## config.mk

```make
export PLATFORM = sky130hd
export DESIGN_NAME = gf180mcu_fd_sc_mcu7t5v0__oai221_bist
export DESIGN_NICKNAME = d
export VERILOG_FILES = /design/src/rtl/gf180mcu_fd_sc_mcu7t5v0__bist_pkg.sv /design/src/rtl/gf180mcu_fd_sc_mcu7t5v0__bist_misr.sv /design/src/rtl/gf180mcu_fd_sc_mcu7t5v0__oai221_bist.sv
export SDC_FILE = /design/constraint.sdc
export NUM_CORES = 1
export LEC_CHECK = 0
export CORE_MARGIN = 2
export CORE_UTILIZATION = 37
export CTS_CLUSTER_SIZE = 8
export DETAILED_ROUTE_END_ITERATION = 6
export PLACE_DENSITY = 0.67
export RECOVER_POWER = 25
export REMOVE_ABC_BUFFERS = 1
export SLEW_MARGIN = 20
export SYNTH_ARGS = -nofsm -noshare
export SYNTH_HDL_FRONTEND = slang
export SYNTH_SLANG_ARGS = --single-unit
```

## constraint.sdc

```tcl
create_clock -name CLK -period 2.05 [get_ports CLK]
set_input_delay 0.41 -clock CLK [delete_from_list [all_inputs] [get_ports CLK]]
set_output_delay 0.41 -clock CLK [all_outputs]
set_load 0.1 [all_outputs]
```

## src/rtl/gf180mcu_fd_sc_mcu7t5v0__bist_pkg.sv

```systemverilog
// rtl/gf180mcu_fd_sc_mcu7t5v0__bist_pkg.sv - shared types and constants for the oai221 BIST sequencer
package gf180mcu_fd_sc_mcu7t5v0__bist_pkg;

  typedef enum logic [1:0] {
    ST_IDLE   = 2'd0,
    ST_WAIT   = 2'd1,
    ST_SAMPLE = 2'd2,
    ST_FINISH = 2'd3
  } bist_state_e;

  localparam int                NPAT          = 32;
  localparam int                IDX_W         = 5;
  localparam logic [IDX_W-1:0]  LAST_IDX      = 5'd31;
  localparam logic [31:0]       DEF_MISR_POLY = 32'h0000_1021;

  // Bit i holds ~((A1|A2)&(B1|B2)&C) for pattern index i = {A1,A2,B1,B2,C}.
  localparam logic [NPAT-1:0]   GOLDEN_LUT    = 32'h5757_57FF;

  function automatic logic golden_exp(input logic [IDX_W-1:0] idx);
    return GOLDEN_LUT[idx];
  endfunction

endpackage

```

## src/rtl/gf180mcu_fd_sc_mcu7t5v0__bist_misr.sv

```systemverilog
// rtl/gf180mcu_fd_sc_mcu7t5v0__bist_misr.sv - serial-input MISR compacting sampled ZN responses
module gf180mcu_fd_sc_mcu7t5v0__bist_misr
  import gf180mcu_fd_sc_mcu7t5v0__bist_pkg::*;
#(
  parameter int unsigned MISR_W    = 16,
  parameter logic [31:0] MISR_POLY = DEF_MISR_POLY
) (
  input  logic              clk,
  input  logic              rst_n,
  input  logic              i_clr,
  input  logic              i_en,
  input  logic              i_bit,
  output logic [MISR_W-1:0] o_sig
);

  logic [MISR_W-1:0] r_sig;
  logic [MISR_W-1:0] w_fb;

  assign w_fb  = r_sig[MISR_W-1] ? MISR_POLY[MISR_W-1:0] : '0;
  assign o_sig = r_sig;

  always_ff @(posedge clk or negedge rst_n) begin
    if (!rst_n) begin
      r_sig <= '0;
    end else if (i_clr) begin
      r_sig <= '0;
    end else if (i_en) begin
      r_sig <= {r_sig[MISR_W-2:0], 1'b0} ^ w_fb ^ {{(MISR_W-1){1'b0}}, i_bit};
    end
  end

endmodule

```

## src/rtl/gf180mcu_fd_sc_mcu7t5v0__oai221_bist.sv

```systemverilog
// rtl/gf180mcu_fd_sc_mcu7t5v0__oai221_bist.sv - oai221 exhaustive BIST sequencer; MISR under GF180MCU_FD_SC_MCU7T5V0_BIST_MISR_EN
module gf180mcu_fd_sc_mcu7t5v0__oai221_bist
  import gf180mcu_fd_sc_mcu7t5v0__bist_pkg::*;
#(
  parameter int unsigned SETTLE    = 2,
  parameter int unsigned MISR_W    = 16,
  parameter logic [31:0] MISR_POLY = DEF_MISR_POLY
) (
  input  logic              CLK,
  input  logic              RN,
  input  logic              START,
  input  logic              ABORT,
  input  logic              ZN_IN,
  output logic              A1,
  output logic              A2,
  output logic              B1,
  output logic              B2,
  output logic              C,
  output logic              BUSY,
  output logic              DONE,
  output logic              PASS,
  output logic [IDX_W-1:0]  FAIL_IDX,
  output logic [MISR_W-1:0] SIG
);

  localparam logic [3:0] SETTLE_RLD = 4'(SETTLE - 1);

  bist_state_e      r_state, w_state_nxt;
  logic [IDX_W-1:0] r_cnt;
  logic [3:0]       r_settle;
  logic             r_busy, r_done, r_pass, r_fail;
  logic [IDX_W-1:0] r_fail_idx;
  logic             w_accept, w_abort, w_sample, w_last, w_exp, w_mismatch;

  assign w_exp      = golden_exp(r_cnt);
  // Case equality so an X/Z response is reported as a mismatch in simulation.
  assign w_mismatch = !(ZN_IN === w_exp);

  assign {A1, A2, B1, B2, C} = r_cnt;
  assign BUSY     = r_busy;
  assign DONE     = r_done;
  assign PASS     = r_pass;
  assign FAIL_IDX = r_fail_idx;

  always_ff @(posedge CLK or negedge RN) begin
    if (!RN) r_state <= ST_IDLE;
    else     r_state <= w_state_nxt;
  end

  always_comb begin
    w_state_nxt = r_state;
    w_accept    = 1'b0;
    w_abort     = 1'b0;
    w_sample    = 1'b0;
    w_last      = 1'b0;
    case (r_state)
      ST_IDLE: begin
        if (START) begin
          w_state_nxt = ST_WAIT;
          w_accept    = 1'b1;
        end
      end
      ST_WAIT: begin
        if (ABORT) begin
          w_state_nxt = ST_IDLE;
          w_abort     = 1'b1;
        end else if (r_settle == 4'd0) begin
          w_state_nxt = ST_SAMPLE;
        end
      end
      ST_SAMPLE: begin
        if (ABORT) begin
          w_state_nxt = ST_IDLE;
          w_abort     = 1'b1;
        end else begin
          w_sample = 1'b1;
          if (r_cnt == LAST_IDX) begin
            w_state_nxt = ST_FINISH;
            w_last      = 1'b1;
          end else begin
            w_state_nxt = ST_WAIT;
          end
        end
      end
      ST_FINISH: w_state_nxt = ST_IDLE;
      default:   w_state_nxt = ST_IDLE;
    endcase
  end

  always_ff @(posedge CLK or negedge RN) begin
    if (!RN) begin
      r_cnt      <= '0;
      r_settle   <= '0;
      r_busy     <= 1'b0;
      r_done     <= 1'b0;
      r_pass     <= 1'b0;
      r_fail     <= 1'b0;
      r_fail_idx <= '0;
    end else begin
      r_done <= 1'b0;
      if (w_accept) begin
        r_cnt      <= '0;
        r_settle   <= SETTLE_RLD;
        r_busy     <= 1'b1;
        r_pass     <= 1'b0;
        r_fail     <= 1'b0;
        r_fail_idx <= '0;
      end
      if (r_state == ST_WAIT && !w_abort && r_settle != 4'd0) begin
        r_settle <= r_settle - 4'd1;
      end
      if (w_abort) begin
        r_busy <= 1'b0;
        r_pass <= 1'b0;
      end
      if (w_sample) begin
        if (w_mismatch && !r_fail) begin
          r_fail     <= 1'b1;
          r_fail_idx <= r_cnt;
        end
        // Last pattern: stimulus stays on index 31 rather than wrapping.
        if (w_last) begin
          r_busy <= 1'b0;
          r_done <= 1'b1;
          r_pass <= ~(r_fail | w_mismatch);
        end else begin
          r_cnt    <= r_cnt + 5'd1;
          r_settle <= SETTLE_RLD;
        end
      end
    end
  end

`ifdef GF180MCU_FD_SC_MCU7T5V0_BIST_MISR_EN
  gf180mcu_fd_sc_mcu7t5v0__bist_misr #(
    .MISR_W    (MISR_W),
    .MISR_POLY (MISR_POLY)
  ) u_misr (
    .clk   (CLK),
    .rst_n (RN),
    .i_clr (w_accept),
    .i_en  (w_sample),
    .i_bit (ZN_IN),
    .o_sig (SIG)
  );
`else
  // No compaction in this build: the signature is held at zero.
  assign SIG = {MISR_W{1'b0}} & MISR_POLY[MISR_W-1:0];
`endif

endmodule

```

[Word level (Yosys, flattened, before mapping)]
Memories as Yosys holds them, arrays and structs flattened.
Cells that the tools add are included.
Cells by class
  $add $sub $neg: 2
  $lt $le $gt $ge: 1
  equal/unequal tests: 7
  multiplexer cells: 39
  bitwise logic cells: 2
  reduce and logical (&&, ||, !) cells: 11
Operator list (number)
  $mux W5: 6
  $mux W1: 23
  $mux W4: 4
  $mux W2: 5
  $pmux W2 S4: 1
  $lt A5 B6 Y1 const B: 1
  $add A5 B1 Y5 const B: 1
  $eq A5 B5 Y1 const B: 1
  $eq A2 B2 Y1 const B: 2
  $logic_not A4 Y1: 1
  $reduce_bool A4 Y1: 1
  $sub A4 B1 Y4 const B: 1
  $logic_and A1 B1 Y1: 3
  $logic_not A1 Y1: 3
  $ne A3 B3 Y1 const B: 1
  $eq A2 B1 Y1 const B: 1
  $logic_not A2 Y1: 1
  $ne A2 B2 Y1 const B: 1
  $reduce_and A2 Y1: 1
  $reduce_or A2 Y1: 1
  $eqx A1 B1 Y1: 1
  $not A1 Y1: 1
  $or A1 B1 Y1: 1
Word-level totals
  bits in registers: 20
  bits in read-only memories: 32
  input bits: 5
  output and inout port bits: 29
  logic and storage cells: 71
  memories: 1
Memory list
  (name not given): words 32, bits a word 1, read ports 1, clocked after memory_dff 0, wr ports 0, RTL line gf180mcu_fd_sc_mcu7t5v0__bist_pkg.sv:20  | return GOLDEN_LUT[idx];

[Logic depth before layout (Yosys ltp)]
  depth after elaboration: 9
  mapped depth: 8
  mapped depth without buffers: 7

[Worst setup path after synthesis]
No wires, ideal clock.
  path type: register to register
  from: reg r_cnt[1]
  to: reg r_cnt[3]
  setup time: 92 ps
  arrival time: 2493 ps
  data required time: 1958 ps
  path slack: -535 ps
  cell stages (with the launch flop): 9
  buffers on the path: 1
  clock period less this slack: 2585 ps
  path through: dfrtp_1 -> ha_1 -> and3_2 -> ha_1 -> or3b_2 -> clkbuf_1 -> a31oi_1 -> o21ai_0 -> o21ai_0
On the way
  word-level cells in the longest chain between the ends: 6
  elaborated cells on any way between the ends: 7
  classes of those cells: 1 x add/sub; 1 x eq/ne; 5 x mux
Ends and longest elaborated chain
  start: declaration: RTL line gf180mcu_fd_sc_mcu7t5v0__oai221_bist.sv:29  | logic [IDX_W-1:0] r_cnt;
  start signal: assignment: RTL line gf180mcu_fd_sc_mcu7t5v0__oai221_bist.sv:127  | r_cnt <= r_cnt + 5'd1;
  $eq A5 B5 Y1: RTL line gf180mcu_fd_sc_mcu7t5v0__oai221_bist.sv:77  | if (r_cnt == LAST_IDX) begin
  $mux W1: RTL line gf180mcu_fd_sc_mcu7t5v0__oai221_bist.sv:77
  $mux W1: RTL line gf180mcu_fd_sc_mcu7t5v0__oai221_bist.sv:72  | if (ABORT) begin
  $mux W1: RTL line gf180mcu_fd_sc_mcu7t5v0__oai221_bist.sv:56  | case (r_state)
  $mux W5 (*): RTL line gf180mcu_fd_sc_mcu7t5v0__oai221_bist.sv:122  | if (w_last) begin
  $mux W5 (*): RTL line gf180mcu_fd_sc_mcu7t5v0__oai221_bist.sv:116  | if (w_sample) begin
Every way passes the cells marked *; elsewhere a longest branch is shown, timed or not.
A chain may end at the register's enable or synchronous reset.

[Worst setup path in the final report]
Ends and elaborated chain as after synthesis.

==> qor.yml <==
worst_hold_path:
  hold_class: "flop to flop"
  worstHoldStart: "r_settle[2]"
die:
  die_area_um2: 3770
  start_util: 0.392
  num_rows: 20
  io_pins: 34
  die_y_um: 61.4
  coreArea_um2: 3100
  die_x_um: 61.4
timing:
  worst_pin_slew_ps: 1070
  relSlewSlack: 0.286
  rsz0062_at_grt: "no"
  setup_viol: 0
  post-route-period-util: 0.944
  finalSetupTns_ps: 0
  final_max_slew_viol_count: 0
  clock_skew_ps: 2.45
  hold_violations: 0
  fin_crit_ps: 1940
  max_freq_ghz: 0.516
routing:
  routed_wl_mm: 2.47
  drc: 0
  wl_per_cell_um: 12.2
  drt_iter0_markers: 25
  vias: 997
  via_per_inst: 4.91
  ant_nets: 0
  first_pass_iters: 4
setup_path:
  cp-startpoint: "r_cnt[1]"
  path_max_fanout: 6
  critPathLaunchType: "flop"
  critPathArrivalTime_ps: 2180
  required_ps: 2290
  reg2reg_from: "r_cnt[1]"
  path_class: "flop to flop"
  endpoint_kind: "flop"
logic_synthesis:
  avgSynthCellArea_um2: 9.22
  synth_area_leaders: "dfrtp_1, buf_4, ha_1, mux2i_1, nand2_1"
  synth_top_cell_area_share: 0.411
  ys_seq_elements: 20
  ys_seq_area_frac: 0.411
  netlist_instances: 132
  yosysUniqueCellTypes: 31
  ys.warnings.count: 0
  synth-edff-count: 0
  yosysTopAreaCell: "dfrtp_1"
  syn-cell-area_um2: 1220
  synth_flop_cell: "dfrtp_1"
  async_reset_ff_frac: 1.00
layout:
  finalNetCount: 172
  drive_gt1_frac: 0.214
  finalInstanceArea_um2: 1470
  final_cells: 203
  antennaDiodeCount: 0
  syn2layout_area_growth_pct: 21.1
  layout_common_cells: "dfrtp_1, buf_4, nand2_1"
clock_network:
  clk_pin_slew_ps: 110
  postCtsHoldBufs: 0
  cts_setup_buffers: 0
  clockBufferDepth: 2
  cts_resized: 0
  cts_made_buffers: 3
  cts_htree_levels: 1
  numClockSinks: 20
  cts_tree: "built"
  clock_latency_ps: 310
  clock-root-buffer: "clkbuf_4"
global_routing:
  grt_antenna_before_repair: 0
  grt_overflow_total: 0
  grt_first_pass_wirelength_mm: 4.11
  grt_max_degree: 21
  grt.total_usage: 0.152
  grt_pass1_vias: 981
run:
  maxCapViolCount: 0
power:
  p_per_area_nw_per_um2: 1190
  irDropWorstVdd_uv: 508
  leakage_nw: 0.722
placement:
  hpwl_mm: 1.89
  portBuffers: 17
  dpl.cell_count: 199
  placed_cell_area_um2: 1440
  place_congestion: 0.818
outcome:
  status: "finished, final reports clean"
Yosys cell counts, types with 2 or more instances:
master and n:
a21oi_1 5, a31oi_1 4, buf_4 16, clkbuf_1 3, dfrtp_1 20, ha_1 7, inv_1 12, mux2i_1 7
nand2_1 17, nand3_1 6, nand4_1 2, nor2_1 6, o21ai_0 8, or3_1 2
power by group:
part	total (mW)	switching [mW]	internal (mW)
Clock	0.236	0.128	0.109
Sequential	0.539	0.0633	0.475
Combinational	0.975	0.659	0.316
sequential cells by signal, summed over array words and instances, names as in the netlist:
signal / cells
r_state: 2
DONE: 1
BUSY: 1
PASS: 1
r_fail: 1
FAIL_IDX: 5
r_settle: 4
r_cnt: 5
cells by family after synthesis:
logic type	count (synthesis)	synth area share
AND/OR/NAND/NOR	42	0.188
buffers and inverters	31	0.145
AO/OA/AOI/OAI	24	0.123
flip-flops	20	0.411
multiplexers	7	0.0576
adder cells (fa/ha/maj)	7	0.0719
other	1	0.00308
path summary, 6_finish.rpt:
path	slack [ps]	to	depth (start not counted)
min	510	r_settle[2]	1
max reg2reg	110	r_cnt[3]	7
max in group asynchronous	620	FAIL_IDX[0]	2
min reg2reg	510	r_settle[2]	1
max	110	r_cnt[3]	7
min in group asynchronous	800	r_cnt[0]	2
critical path: stages, from the launching register on:
cell and delay, ps:
dfrtp_1 400, ha_1 240, and3_2 220, ha_1 180, or3b_2 510, a31oi_1 170
o21ai_1 80, o21ai_0 80
stage by stage:
stage	hold WS (ps)	utilization	power (mW)	setup slack (ps)
final	508	0.475	1.75	114
after global routing	544	0.475	1.87	3.82
after CTS	423	0.474	1.74	109
after detailed placement	491	0.463	1.50	106
after global placement	487	0.463	1.46	183
after floorplan	114	-	1.25	-471
layout make-up:
cell class / instances / area (um^2)
inverter: 12 / 45.0
tap: 44 / 55.1
clock buffer: 4 / 36.3
multi-input combinational: 96 / 603
fill: 313 / 1630
timing repair buffer: 27 / 234
sequential: 20 / 500
routing by layer:
layer | GRT usage | part of all wire | up-vias
met2 | 0.245 | 0.45 | 42
met5 | 0 | 0 | -
met3 | 0.0315 | 0.062 | 8
met4 | 0.0942 | 0.027 | 0
li1 | - | - | 475
met1 | 0.185 | 0.46 | 472
Note: power is estimated with default switching activity, not from simulation.
